===== config.mk =====
export PLATFORM = sky130hd
export DESIGN_NAME = multicycle_ctrl_flat
export DESIGN_NICKNAME = d
export VERILOG_FILES = /design/src/rtl/cpu_pkg.sv /design/src/rtl/multicycle_ctrl_if.sv /design/src/rtl/multicycle_ctrl.sv /design/src/flat_wrapper.sv
export SDC_FILE = /design/constraint.sdc
export NUM_CORES = 1
export LEC_CHECK = 0
export ABC_AREA = 1
export CAP_MARGIN = 20
export CORE_MARGIN = 4
export CORE_UTILIZATION = 50
export DETAILED_ROUTE_END_ITERATION = 7
export DONT_BUFFER_PORTS = 1
export GPL_TIMING_DRIVEN = 0
export PLACE_DENSITY_LB_ADDON = 0.25
export SYNTH_ARGS = -nofsm -noshare
export SYNTH_HDL_FRONTEND = slang
export SYNTH_SLANG_ARGS = --single-unit

===== constraint.sdc =====
create_clock -name clk -period 3.2 [get_ports clk]
set_input_delay 0.64 -clock clk [delete_from_list [all_inputs] [get_ports clk]]
set_output_delay 0.64 -clock clk [all_outputs]
set_load 0.02 [all_outputs]

===== src/rtl/cpu_pkg.sv =====
// Shared encodings for the 4-bit-opcode CPU: opcodes, ALU controls,
// sequencer states and PC source selects.
package cpu_pkg;

    localparam logic [3:0] OP_AND  = 4'h0;
    localparam logic [3:0] OP_OR   = 4'h1;
    localparam logic [3:0] OP_ADD  = 4'h2;
    localparam logic [3:0] OP_SUB  = 4'h3;
    localparam logic [3:0] OP_SLT  = 4'h4;
    localparam logic [3:0] OP_SUBC = 4'h5;
    localparam logic [3:0] OP_ADDC = 4'h6;
    localparam logic [3:0] OP_JMP  = 4'h7;
    localparam logic [3:0] OP_ANDI = 4'h8;
    localparam logic [3:0] OP_ORI  = 4'h9;
    localparam logic [3:0] OP_ADDI = 4'hA;
    localparam logic [3:0] OP_LW   = 4'hB;
    localparam logic [3:0] OP_SW   = 4'hC;
    localparam logic [3:0] OP_BEQ  = 4'hD;
    localparam logic [3:0] OP_BNE  = 4'hE;
    localparam logic [3:0] OP_JMPB = 4'hF;

    localparam logic [2:0] ALUC_AND  = 3'b000;
    localparam logic [2:0] ALUC_SUB  = 3'b001;
    localparam logic [2:0] ALUC_SUBC = 3'b010;
    localparam logic [2:0] ALUC_SLT  = 3'b011;
    localparam logic [2:0] ALUC_ADDC = 3'b100;
    localparam logic [2:0] ALUC_ADD  = 3'b101;
    localparam logic [2:0] ALUC_OR   = 3'b110;
    localparam logic [2:0] ALUC_NOP  = 3'b111;

    localparam logic [2:0] ST_FETCH  = 3'd0;
    localparam logic [2:0] ST_DECODE = 3'd1;
    localparam logic [2:0] ST_EXEC   = 3'd2;
    localparam logic [2:0] ST_MEM    = 3'd3;
    localparam logic [2:0] ST_WB     = 3'd4;

    localparam logic [1:0] PCSRC_INC = 2'b00;
    localparam logic [1:0] PCSRC_BR  = 2'b01;
    localparam logic [1:0] PCSRC_JMP = 2'b10;

    function automatic logic [2:0] aluc_of(input logic [3:0] op);
        logic [2:0] a;
        a = ALUC_NOP;
        case (op)
            OP_AND, OP_ANDI:         a = ALUC_AND;
            OP_SUB, OP_BEQ, OP_BNE:  a = ALUC_SUB;
            OP_SUBC:                 a = ALUC_SUBC;
            OP_SLT, OP_JMPB:         a = ALUC_SLT;
            OP_ADDC:                 a = ALUC_ADDC;
            OP_ADD, OP_ADDI,
            OP_LW, OP_SW:            a = ALUC_ADD;
            OP_OR, OP_ORI:           a = ALUC_OR;
            default:                 a = ALUC_NOP;
        endcase
        return a;
    endfunction

endpackage


===== src/rtl/multicycle_ctrl_if.sv =====
// Control bundle between the multicycle sequencer (master) and the
// datapath (slave).
interface multicycle_ctrl_if #(
    parameter int OPW   = 4,
    parameter int ALUCW = 3
);
    logic             run;
    logic [OPW-1:0]   op;
    logic             ZERO;
    logic             mem_ready;
    logic             PCWRITE;
    logic [1:0]       PCSRC;
    logic             IRWRITE;
    logic             READMEM;
    logic             IORD;
    logic             WRITEMEM;
    logic [ALUCW-1:0] ALUC;
    logic             ALUSRCB;
    logic             WRITEREG;
    logic             MEMTOREG;
    logic             REGDES;
    logic             WRFLAG;
    logic             INSTR_DONE;
    logic [2:0]       STATE;

    modport master (
        input  run, op, ZERO, mem_ready,
        output PCWRITE, PCSRC, IRWRITE, READMEM, IORD, WRITEMEM,
        output ALUC, ALUSRCB, WRITEREG, MEMTOREG, REGDES, WRFLAG,
        output INSTR_DONE, STATE
    );

    modport slave (
        output run, op, ZERO, mem_ready,
        input  PCWRITE, PCSRC, IRWRITE, READMEM, IORD, WRITEMEM,
        input  ALUC, ALUSRCB, WRITEREG, MEMTOREG, REGDES, WRFLAG,
        input  INSTR_DONE, STATE
    );
endinterface


===== src/rtl/multicycle_ctrl.sv =====
// FETCH/DECODE/EXEC/MEM/WB sequencer for the shared-ALU CPU datapath.
// Define MULTICYCLE_CTRL_MEM_WAIT_EN to stall FETCH/MEM on mem_ready.
module multicycle_ctrl
    import cpu_pkg::*;
#(
    parameter int OPW   = 4,
    parameter int ALUCW = 3
) (
    input  logic clk,
    input  logic rst_n,
    multicycle_ctrl_if.master bus
);

    logic [2:0]     state;
    logic [2:0]     state_n;
    logic [OPW-1:0] op_q;
    logic           ready;

`ifdef MULTICYCLE_CTRL_MEM_WAIT_EN
    assign ready = bus.mem_ready;
`else
    logic unused_mem_ready;
    assign unused_mem_ready = bus.mem_ready;
    assign ready = 1'b1;
`endif

    always_ff @(posedge clk or negedge rst_n) begin
        if (!rst_n) begin
            state <= ST_FETCH;
            op_q  <= '0;
        end else begin
            state <= state_n;
            if (state == ST_DECODE) op_q <= bus.op;
        end
    end

    logic is_lw, is_sw, is_imm, is_br, take;

    assign is_lw  = op_q == OP_LW;
    assign is_sw  = op_q == OP_SW;
    assign is_imm = op_q inside {OP_ANDI, OP_ORI, OP_ADDI, OP_LW, OP_SW};
    assign is_br  = op_q inside {OP_BEQ, OP_BNE, OP_JMPB};
    assign take   = (op_q == OP_BEQ  &&  bus.ZERO) ||
                    (op_q == OP_BNE  && !bus.ZERO) ||
                    (op_q == OP_JMPB &&  bus.ZERO);

    logic       pcw, irw, rdm, iord, wrm, asb;
    logic       wrg, m2r, rdes, wfl, done;
    logic [1:0] pcsrc;
    logic [2:0] aluc;

    always_comb begin
        state_n = state;
        pcw   = 1'b0;
        irw   = 1'b0;
        rdm   = 1'b0;
        iord  = 1'b0;
        wrm   = 1'b0;
        asb   = 1'b0;
        wrg   = 1'b0;
        m2r   = 1'b0;
        rdes  = 1'b0;
        wfl   = 1'b0;
        done  = 1'b0;
        pcsrc = PCSRC_INC;
        aluc  = ALUC_NOP;
        unique case (1'b1)
            (state == ST_FETCH): begin
                if (bus.run) begin
                    rdm = 1'b1;
                    if (ready) begin
                        pcw     = 1'b1;
                        irw     = 1'b1;
                        state_n = ST_DECODE;
                    end
                end
            end
            (state == ST_DECODE): begin
                if (bus.op == OP_JMP) begin
                    pcw     = 1'b1;
                    pcsrc   = PCSRC_JMP;
                    done    = 1'b1;
                    state_n = ST_FETCH;
                end else begin
                    state_n = ST_EXEC;
                end
            end
            (state == ST_EXEC): begin
                aluc = aluc_of(op_q);
                asb  = is_imm;
                if (is_br) begin
                    // ZERO is this cycle's ALU compare result
                    if (take) begin
                        pcw   = 1'b1;
                        pcsrc = PCSRC_BR;
                    end
                    done    = 1'b1;
                    state_n = ST_FETCH;
                end else if (is_lw || is_sw) begin
                    state_n = ST_MEM;
                end else begin
                    state_n = ST_WB;
                end
            end
            (state == ST_MEM): begin
                iord = 1'b1;
                aluc = ALUC_ADD;
                asb  = 1'b1;
                if (is_sw) begin
                    wrm = 1'b1;
                    if (ready) begin
                        done    = 1'b1;
                        state_n = ST_FETCH;
                    end
                end else begin
                    rdm = 1'b1;
                    if (ready) state_n = ST_WB;
                end
            end
            (state == ST_WB): begin
                aluc    = aluc_of(op_q);
                asb     = is_imm;
                wrg     = 1'b1;
                m2r     = is_lw;
                rdes    = op_q < OP_JMP;
                wfl     = op_q inside {OP_ADD, OP_SUB, OP_SUBC,
                                       OP_ADDC, OP_ADDI};
                done    = 1'b1;
                state_n = ST_FETCH;
            end
            default: state_n = ST_FETCH;
        endcase
    end

    // Gate with rst_n so a reset mid-instruction kills writes at once
    assign bus.PCWRITE    = rst_n & pcw;
    assign bus.IRWRITE    = rst_n & irw;
    assign bus.READMEM    = rst_n & rdm;
    assign bus.IORD       = rst_n & iord;
    assign bus.WRITEMEM   = rst_n & wrm;
    assign bus.ALUSRCB    = rst_n & asb;
    assign bus.WRITEREG   = rst_n & wrg;
    assign bus.MEMTOREG   = rst_n & m2r;
    assign bus.REGDES     = rst_n & rdes;
    assign bus.WRFLAG     = rst_n & wfl;
    assign bus.INSTR_DONE = rst_n & done;
    assign bus.PCSRC      = rst_n ? pcsrc : PCSRC_INC;
    assign bus.ALUC       = rst_n ? ALUCW'(aluc) : ALUCW'(ALUC_NOP);
    assign bus.STATE      = rst_n ? state : ST_FETCH;

endmodule


===== src/flat_wrapper.sv =====
// flat-port wrapper written by rule: the top's interface ports become plain ports
module multicycle_ctrl_flat import cpu_pkg::*;
#(
    parameter int OPW   = 4,
    parameter int ALUCW = 3
)
  (clk, rst_n, bus_run, bus_op, bus_ZERO, bus_mem_ready, bus_PCWRITE, bus_PCSRC, bus_IRWRITE, bus_READMEM, bus_IORD, bus_WRITEMEM, bus_ALUC, bus_ALUSRCB, bus_WRITEREG, bus_MEMTOREG, bus_REGDES, bus_WRFLAG, bus_INSTR_DONE, bus_STATE);
  multicycle_ctrl_if #(.OPW(OPW), .ALUCW(ALUCW)) bus_i ();
  input  logic clk;
  input  logic rst_n;
  input wire logic [$bits(bus_i.run)-1:0] bus_run;
  input wire logic [$bits(bus_i.op)-1:0] bus_op;
  input wire logic [$bits(bus_i.ZERO)-1:0] bus_ZERO;
  input wire logic [$bits(bus_i.mem_ready)-1:0] bus_mem_ready;
  output wire logic [$bits(bus_i.PCWRITE)-1:0] bus_PCWRITE;
  output wire logic [$bits(bus_i.PCSRC)-1:0] bus_PCSRC;
  output wire logic [$bits(bus_i.IRWRITE)-1:0] bus_IRWRITE;
  output wire logic [$bits(bus_i.READMEM)-1:0] bus_READMEM;
  output wire logic [$bits(bus_i.IORD)-1:0] bus_IORD;
  output wire logic [$bits(bus_i.WRITEMEM)-1:0] bus_WRITEMEM;
  output wire logic [$bits(bus_i.ALUC)-1:0] bus_ALUC;
  output wire logic [$bits(bus_i.ALUSRCB)-1:0] bus_ALUSRCB;
  output wire logic [$bits(bus_i.WRITEREG)-1:0] bus_WRITEREG;
  output wire logic [$bits(bus_i.MEMTOREG)-1:0] bus_MEMTOREG;
  output wire logic [$bits(bus_i.REGDES)-1:0] bus_REGDES;
  output wire logic [$bits(bus_i.WRFLAG)-1:0] bus_WRFLAG;
  output wire logic [$bits(bus_i.INSTR_DONE)-1:0] bus_INSTR_DONE;
  output wire logic [$bits(bus_i.STATE)-1:0] bus_STATE;
  assign bus_i.run = bus_run;
  assign bus_i.op = bus_op;
  assign bus_i.ZERO = bus_ZERO;
  assign bus_i.mem_ready = bus_mem_ready;
  assign bus_PCWRITE = bus_i.PCWRITE;
  assign bus_PCSRC = bus_i.PCSRC;
  assign bus_IRWRITE = bus_i.IRWRITE;
  assign bus_READMEM = bus_i.READMEM;
  assign bus_IORD = bus_i.IORD;
  assign bus_WRITEMEM = bus_i.WRITEMEM;
  assign bus_ALUC = bus_i.ALUC;
  assign bus_ALUSRCB = bus_i.ALUSRCB;
  assign bus_WRITEREG = bus_i.WRITEREG;
  assign bus_MEMTOREG = bus_i.MEMTOREG;
  assign bus_REGDES = bus_i.REGDES;
  assign bus_WRFLAG = bus_i.WRFLAG;
  assign bus_INSTR_DONE = bus_i.INSTR_DONE;
  assign bus_STATE = bus_i.STATE;
  multicycle_ctrl #(.OPW(OPW), .ALUCW(ALUCW)) u_core (.clk(clk), .rst_n(rst_n), .bus(bus_i));
endmodule

# After elaboration in Yosys (flattened, before gate mapping)
# Memory sizes are Yosys's and may differ from the RTL's.
# Cells that the tools add are included.
[word_totals]
regBits = 7
latchBits = 0
mem_bits_rw = 0
romBits = 96
in_bits = 9
output_inout_bits = 19
memories = 2
[classes]
n_addsub = 0
n_mul = 0
n_div = 0
magnitude_cmp = 1
eq_ne = 18
shifts = 0
muxes = 32
n_bitwise = 11
n_reduce_logical = 12
[memory_table]
columns = ["memory", "words", "width", "rd", "rd_clocked_by_memory_dff", "wr", "line_no", "source"]
rows = [
  ["(no name shown)", 16, 3, 1, 0, 0, "cpu_pkg.sv:44", "case (op)"],
  ["(no name shown)", 16, 3, 1, 0, 0, "cpu_pkg.sv:44", ""],
]
[ops]
columns = ["operator", "count"]
rows = [
  ["4-bit equality test, second input constant", 8],
  ["3-bit 2-to-1 mux", 6],
  ["1-bit 2-to-1 mux", 15],
  ["4-bit by 3-bit equality test with 1-bit output, second input constant", 3],
  ["3-bit case mux with 4 select lines", 1],
  ["1-bit AND", 11],
  ["5-bit nonzero test", 2],
  ["3-bit case mux with 3 select lines", 1],
  ["4-bit by 2-bit equality test with 1-bit output, second input constant", 2],
  ["2-bit 2-to-1 mux", 4],
  ["3-bit by 2-bit equality test with 1-bit output, second input constant", 2],
  ["4-bit by 3-bit < comparator with 1-bit output, second input constant", 1],
  ["1-bit case mux with 2 select lines", 2],
  ["1-bit case mux with 4 select lines", 1],
  ["2-bit case mux with 2 select lines", 1],
  ["3-bit by 1-bit equality test with 1-bit output, second input constant", 1],
  ["3-bit equality test, second input constant", 1],
  ["1-bit logical AND", 3],
  ["3-bit zero test", 1],
  ["1-bit logical OR", 3],
  ["1-bit case mux with 3 select lines", 1],
  ["3-bit nonzero test", 1],
  ["2-bit != test, second input constant", 1],
  ["2-bit OR reduction", 1],
  ["1-bit zero test", 1],
]

# Longest topological paths before layout
# Gate-level depths: netlist of the first run.
[logic_depth]
word_depth = 8
mapped_depth = 8

# Worst setup path after synthesis of the first run
# Ideal clock, no wire load.
[synth_timing]
path_kind = "input to output"
startpoint = "input rst_n"
endpoint = "output bus_REGDES"
arrival_ns = 1.532
slack_ns = 1.028
cell_stages = 4
n_path_buf = 0
path_cell_list = "nand2_1 > inv_1 > nand3_1 > a211oi_1"
[synth_between]
elab_chain_cells = 1
[synth_rtl]
columns = ["item", "line_no", "source"]
rows = [
  ["from (decl)", "flat_wrapper.sv:10", "input logic rst_n;"],
  ["1-bit AND", "multicycle_ctrl.sv:144", "assign bus.REGDES = rst_n & rdes;"],
  ["to (decl)", "flat_wrapper.sv:25", "output wire logic [$bits(bus_i.REGDES)-1:0] bus_REGDES;"],
]
# Every way passes these cells.

# Worst setup path in the final report of the first run
[layout_timing]
startpoint = "register u_core.op_q[1]"
endpoint = "output bus_PCSRC[0]"
[layout_between]
elab_chain_cells = 8
word_cells_on_any_way = 13
[layout_rtl]
columns = ["item", "line_no", "source"]
rows = [
  ["from (decl)", "multicycle_ctrl.sv:16", "logic [OPW-1:0] op_q;"],
  ["from (signal assigned)", "multicycle_ctrl.sv:33", "if (state == ST_DECODE) op_q <= bus.op;"],
  ["4-bit equality test (on tied branches)", "multicycle_ctrl.sv:42, multicycle_ctrl.sv:43, multicycle_ctrl.sv:44", ""],
  ["1-bit logical AND (on tied branches)", "multicycle_ctrl.sv:43, multicycle_ctrl.sv:44", ""],
  ["1-bit logical OR", "multicycle_ctrl.sv:43", "assign take = (op_q == OP_BEQ && bus.ZERO) ||"],
  ["1-bit logical OR", "multicycle_ctrl.sv:44", "(op_q == OP_BNE && !bus.ZERO) ||"],
  ["1-bit 2-to-1 mux", "multicycle_ctrl.sv:93", "if (take) begin"],
  ["2-bit 2-to-1 mux *", "multicycle_ctrl.sv:91", "if (is_br) begin"],
  ["2-bit case mux with 2 select lines *", "multicycle_ctrl.sv:67", "unique case (1'b1)"],
  ["2-bit 2-to-1 mux *", "multicycle_ctrl.sv:147", "assign bus.PCSRC = rst_n ? pcsrc : PCSRC_INC;"],
  ["to (decl)", "flat_wrapper.sv:16", "output wire logic [$bits(bus_i.PCSRC)-1:0] bus_PCSRC;"],
]
# Every way passes the cells marked *; elsewhere a longest branch is shown, timed or not.

==> out/metrics.cfg, run 1 <==
[final_layout]
area_growth_pct=6.26
fillCellCount=144
stdcell_count=139
layout_common_cells=31 x nand2_1, 22 x inv_1, 20 x nor2_1
nets=139
multi_input_area_um2=450
finalInstanceArea_um2=764
layout-drive-gt1-share=0.0806
layout_commonest_cell=nand2_1
antenna_cells=0
regArea_um2=175
utilization=0.573

[worst_hold_path]
min-delay-path-class=input port to asynchronous set/reset pin

[global_route]
track_usage=0.167
grt_max_degree=14
grt_pass1_vias=644
overflow=0
antenna_found_initial=0
grt_pass1_wl_um=2600

[routing]
first_pass_iters=4
drtIter0Drc=22
routedWlPerCell_um=11.5
antenna_left=0
viasPerCell=5.38
drcViolationCount=0
via_count=748
wirelength_um=1600

[synthesis]
yosys_warnings=0
syn_area_um2=719
synth-edff-count=0
synth-main-ff-cell=dfrtp_1
synth_cells=120
async_flop_share=1.00
synth_cell_types=20
syn_avg_cell_area_um2=6.00
synth_fp_nets=134
yosysSeqAreaShare=0.243
ys_ff_latch=7

[clock_tree]
h-tree-depth=1
cts-root-buf=clkbuf_4
tritoncts=done
postCtsSetupBuffers=0
cts_hold_buf=0
cts.sinks=7
cts_resized=0
insertion_delay_ns=0.25
clkSlewWorstSetupHoldPaths_ns=0.05
numCtsBuffers=3
cts.path.max_buffers=2

[floorplanning]
die_w_um=45.9
rows=13
initial_core_util=0.539
die_h_um=45.9
die_area_um2=2110
coreArea_um2=1330
io-pin-count=28

[sta]
skew_ns=0.000884
drv_slew=0
relSlewSlack=0.530
finalHoldViolations=0
fin_ws_ns=0.781
whs_ns=0.0867
tightest_slew_ns=0.701
max_clock_freq_mhz=413
rsz0062_at_grt=no
min_period_over_period=0.756
fin_tns_setup_ns=0
fin_crit_ns=2.42
setup_violations=0

[critical_path]
crit_path_start_kind=register
cp_cell_sequence=inv_1 -> ha_1 -> nor2_1 -> nor2_1 -> nor2_1 -> nor3_1
path_class=register to output pin
cp-end-kind=output pin
cp_max_fo=5
path_common_cell=nor2_1
critPathRequiredTime_ns=2.56
slowest_stage=nor3_1
critPathMaxStageDelay_ns=0.49
cp_top_family=simple AND/OR/NAND/NOR gates
arrival_ns=1.78
path_buf_inv=1

[pwr]
power_mw=0.716
peakVddDrop_uv=415
powerDensity_nw_per_um2=936
p_leak_nw=0.411

[placement]
dpl-instance-area_um2=738
portBuffers=0
place_ws_ns=0.901
gp_congestion=0.912
dp_hpwl_um=1350
place_inst=135

[outcome]
status=finished, final reports clean

[flow_run]
drv_cap=0

[routing by layer]
metal  track usage  routed length (um)
met1         0.236                 737
met2         0.258                 732
met3        0.0119                 117
met4        0.0682                  17
met5             0                   0
[where the power goes]
group | switching [mW] | leakage (nW) | internal [mW]
logic | 0.318 | 0.307 | 0.140
clock network | 0.0296 | 0.0150 | 0.0474
registers | 0.0510 | 0.0887 | 0.130
[state kept, by name, summed over array words and instances, names as in the netlist]
signal and cells:
u_core.state 3, u_core.op_q 4
[kinds of logic (layout without fill, tap and decap cells)]
| group | after synthesis | after routing | synth area share |
|---|---|---|---|
| and+or+nand+nor | 66 | 66 | 0.395 |
| buffers and inverters | 24 | 28 | 0.130 |
| AOI/OAI and AO/OA | 18 | 18 | 0.144 |
| DFF | 7 | 7 | 0.243 |
| adders and majority gates | 5 | 5 | 0.0870 |
[cells in the mapped netlist (2+ instances only)]
master / instances / area, um^2
o21ai_0: 9 / 45.0
nand2_2: 3 / 18.8
ha_1: 5 / 62.6
nand2_1: 31 / 116
nor2_1: 20 / 75.1
nand3_1: 8 / 40.0
dfrtp_1: 7 / 175
a21oi_1: 3 / 15.0
inv_1: 22 / 82.6
nor2_4: 2 / 22.5
[worst reg2reg max path: cells and delay by family, from the launching register on]
family / cells / cell delay, ns
AND/OR/NAND/NOR: 2 / 0.11
buffers and inverters: 2 / 0.19
adder cells (fa/ha/maj): 1 / 0.25
flip-flops: 1 / 0.38
AO/OA/AOI/OAI: 2 / 0.42
[path summary, 6_finish.rpt]
| kind | startpoint | end | slack (ns) | cells past startpoint |
|---|---|---|---|---|
| worst max-delay path | u_core.op_q[1] | bus_PCSRC[0] | 0.78 | 6 |
| max in group asynchronous | rst_n | u_core.op_q[0] | 3.04 | 0 |
| min in group clk | bus_op[2] | u_core.op_q[2] | 0.51 | 2 |
| worst min register to register | u_core.state[1] | u_core.state[1] | 0.64 | 1 |
| worst min-delay path | rst_n | u_core.state[2] | 0.09 | 0 |
| worst max register to register | u_core.op_q[1] | u_core.state[2] | 1.75 | 7 |
[layout make-up]
cell class / count / share of cell area
Multi-Input combinational cell: 89 / 0.589
Sequential cell: 7 / 0.229
Inverter: 23 / 0.113
Clock buffer: 4 / 0.0344
Tap cell: 15 / 0.0245
Buffer: 1 / 0.00982
(Power assumes the default switching activity.)
==> inputs of run 2 (changes only) <==
clock period = 2 ns   (was 3.2 ns; I/O delays follow)
==> run 2 against run 1 <==
Compared with the run above: combinational power rose by 75%; sequential cell count unchanged; routed wire length rose by 2.0%; clock-buffer cell count stayed put; register-to-register slack got worse by 1.1 ns; critical path type unchanged; critical endpoint is now bus_INSTR_DONE; power is 71% higher; core utilization rose by 5.3 points; first-iteration DRC count rose by 32%; sequential share of layout area shrank 1.9 points.
==> out/metrics.cfg, run 2 (synthesized netlist as in run 1, its figures left out) <==
[outcome]
status=finished, final reports clean

[pwr]
p_switching_mw=0.676
pwr-share-clk=0.101
power.internal_mw=0.545
p_leak_nw=0.410
power_mw=1.22
power_frac_comb=0.657
swShare=0.554
powerDensity_nw_per_um2=1460
peakVddDrop_uv=665
power_frac_seq=0.242

[placement]
portBuffers=0
gp_congestion=0.912
dpl-instance-area_um2=738
dp_hpwl_um=1350

[final_layout]
fillCellCount=138
largest_reg_flops=4
layout_commonest_cell=nand2_1
antenna_cells=0
layout-drive-gt1-share=0.206
finalInstanceArea_um2=835
utilization=0.626
largestRegisters=u_core.op_q x4, u_core.state x3
nets=141
layout_common_cells=31 x nand2_1, 20 x inv_1, 17 x nor2_1
area_growth_pct=16.0
largest_register=u_core.op_q

[routing]
viasPerCell=5.30
routedWlPerCell_um=11.6
drcViolationCount=0
drtIter0Drc=29
antenna_left=0
via_count=748
first_pass_iters=4
wirelength_um=1640

[sta]
skew_ns=0.000994
relSlewSlack=0.717
fin_crit_ns=1.95
finalHoldViolations=0
min_period_over_period=0.974
max_clock_freq_mhz=513
drv_slew=0
whs_ns=0.275
tightest_slew_ns=0.424
setup_violations=0
rsz0062_at_grt=yes

[floorplanning]
die_area_um2=2110
die_w_um=45.9
rows=13
io-pin-count=28
coreArea_um2=1330
initial_core_util=0.539
die_h_um=45.9

[clock_tree]
clkSlewWorstSetupHoldPaths_ns=0.05
tritoncts=done
h-tree-depth=1
numCtsBuffers=3
cts.path.max_buffers=2
insertion_delay_ns=0.24
cts-root-buf=clkbuf_4
cts.sinks=7

[global_route]
grt_max_degree=10
antenna_found_initial=0
gr-max-usage-layer=met2
grt_pass1_vias=668
use_met2=0.277
overflow=0
grt_pass1_wl_um=2680
track_usage=0.173
grt_use_met3=0.0158
use_met1=0.234

[critical_path]
cp-end-kind=output pin
critPathRequiredTime_ns=1.60
path_class=register to output pin
arrival_ns=1.55
r2r_setup_slack_ns=0.70
path_common_cell=nor2_2
cp_max_fo=4
slowest_stage=dfrtp_1
crit_path_start_kind=register
critPathMaxStageDelay_ns=0.42
cp_cell_sequence=inv_2 -> ha_2 -> inv_1 -> nor2_2 -> nand2_1 -> nand3_1 -> nor2_1 -> nor2_2

[flow_run]
drv_cap=0

[worst_hold_path]
min-delay-path-class=input port to register

-- run 2: final cells by class --
class                   instances  area (um^2)  share of cell area
inverters                      23         86.3               0.103
plain buffers                   1         7.51             0.00900
repair buffers                  2         17.5              0.0210
clock buffers                   4         26.3              0.0315
multi-input cells              89          503               0.603
flip-flops and latches          7          175               0.210
well taps                      15         18.8              0.0225
-- run 2: metal layers --
| layer | share of wire | vias up |
|---|---|---|
| met3 | 0.069 | 2 |
| met2 | 0.46 | 25 |
| li1 | - | 390 |
| met1 | 0.46 | 331 |
| met4 | 0.010 | 0 |
| met5 | 0 | - |
-- run 2: worst paths after layout --
kind,depth (start not counted),end,start
max in group asynchronous,1,u_core.op_q[0],rst_n
max reg2reg,7,u_core.state[2],u_core.op_q[1]
min reg2reg,2,u_core.op_q[0],u_core.op_q[0]
max,8,bus_INSTR_DONE,u_core.op_q[1]
min,2,u_core.op_q[2],bus_op[2]
min in group asynchronous,1,u_core.op_q[3],rst_n
-- run 2: power groups by stage --
stage	sequential (mW)	combinational (mW)	clock (mW)
CTS	0.295	0.773	0.128
floorplan	0.274	0.612	0
global route	0.309	0.917	0.133
detailed placement	0.291	0.729	0
global placement	0.287	0.707	0
finish	0.296	0.803	0.123
-- run 2: per-stage QoR --
stage               instances  TNS [ns]  setup WS [ns]
finish                    141         0         0.0512
global route              141    -0.219        -0.0860
CTS                       141         0        0.00752
detailed placement        135         0         0.0741
global placement          135         0         0.0836
floorplan                 120         0          0.215
-- run 2: timing repair --
item,in CTS,in global routing
hold endpoints to repair,7,0
endpoints found under the setup margin,8,7
gates cloned,0,0
pin swaps,2,2
hold buffers,1,0
setup buffers,1,0
gates resized for setup,9,7
-- run 2: worst max-delay path: cells and delay by family, from the launching register on --
kind	cells	cell delay, ns
simple gates	5	0.56
flops	1	0.42
fa+ha+maj	1	0.18
buf+inv	2	0.15
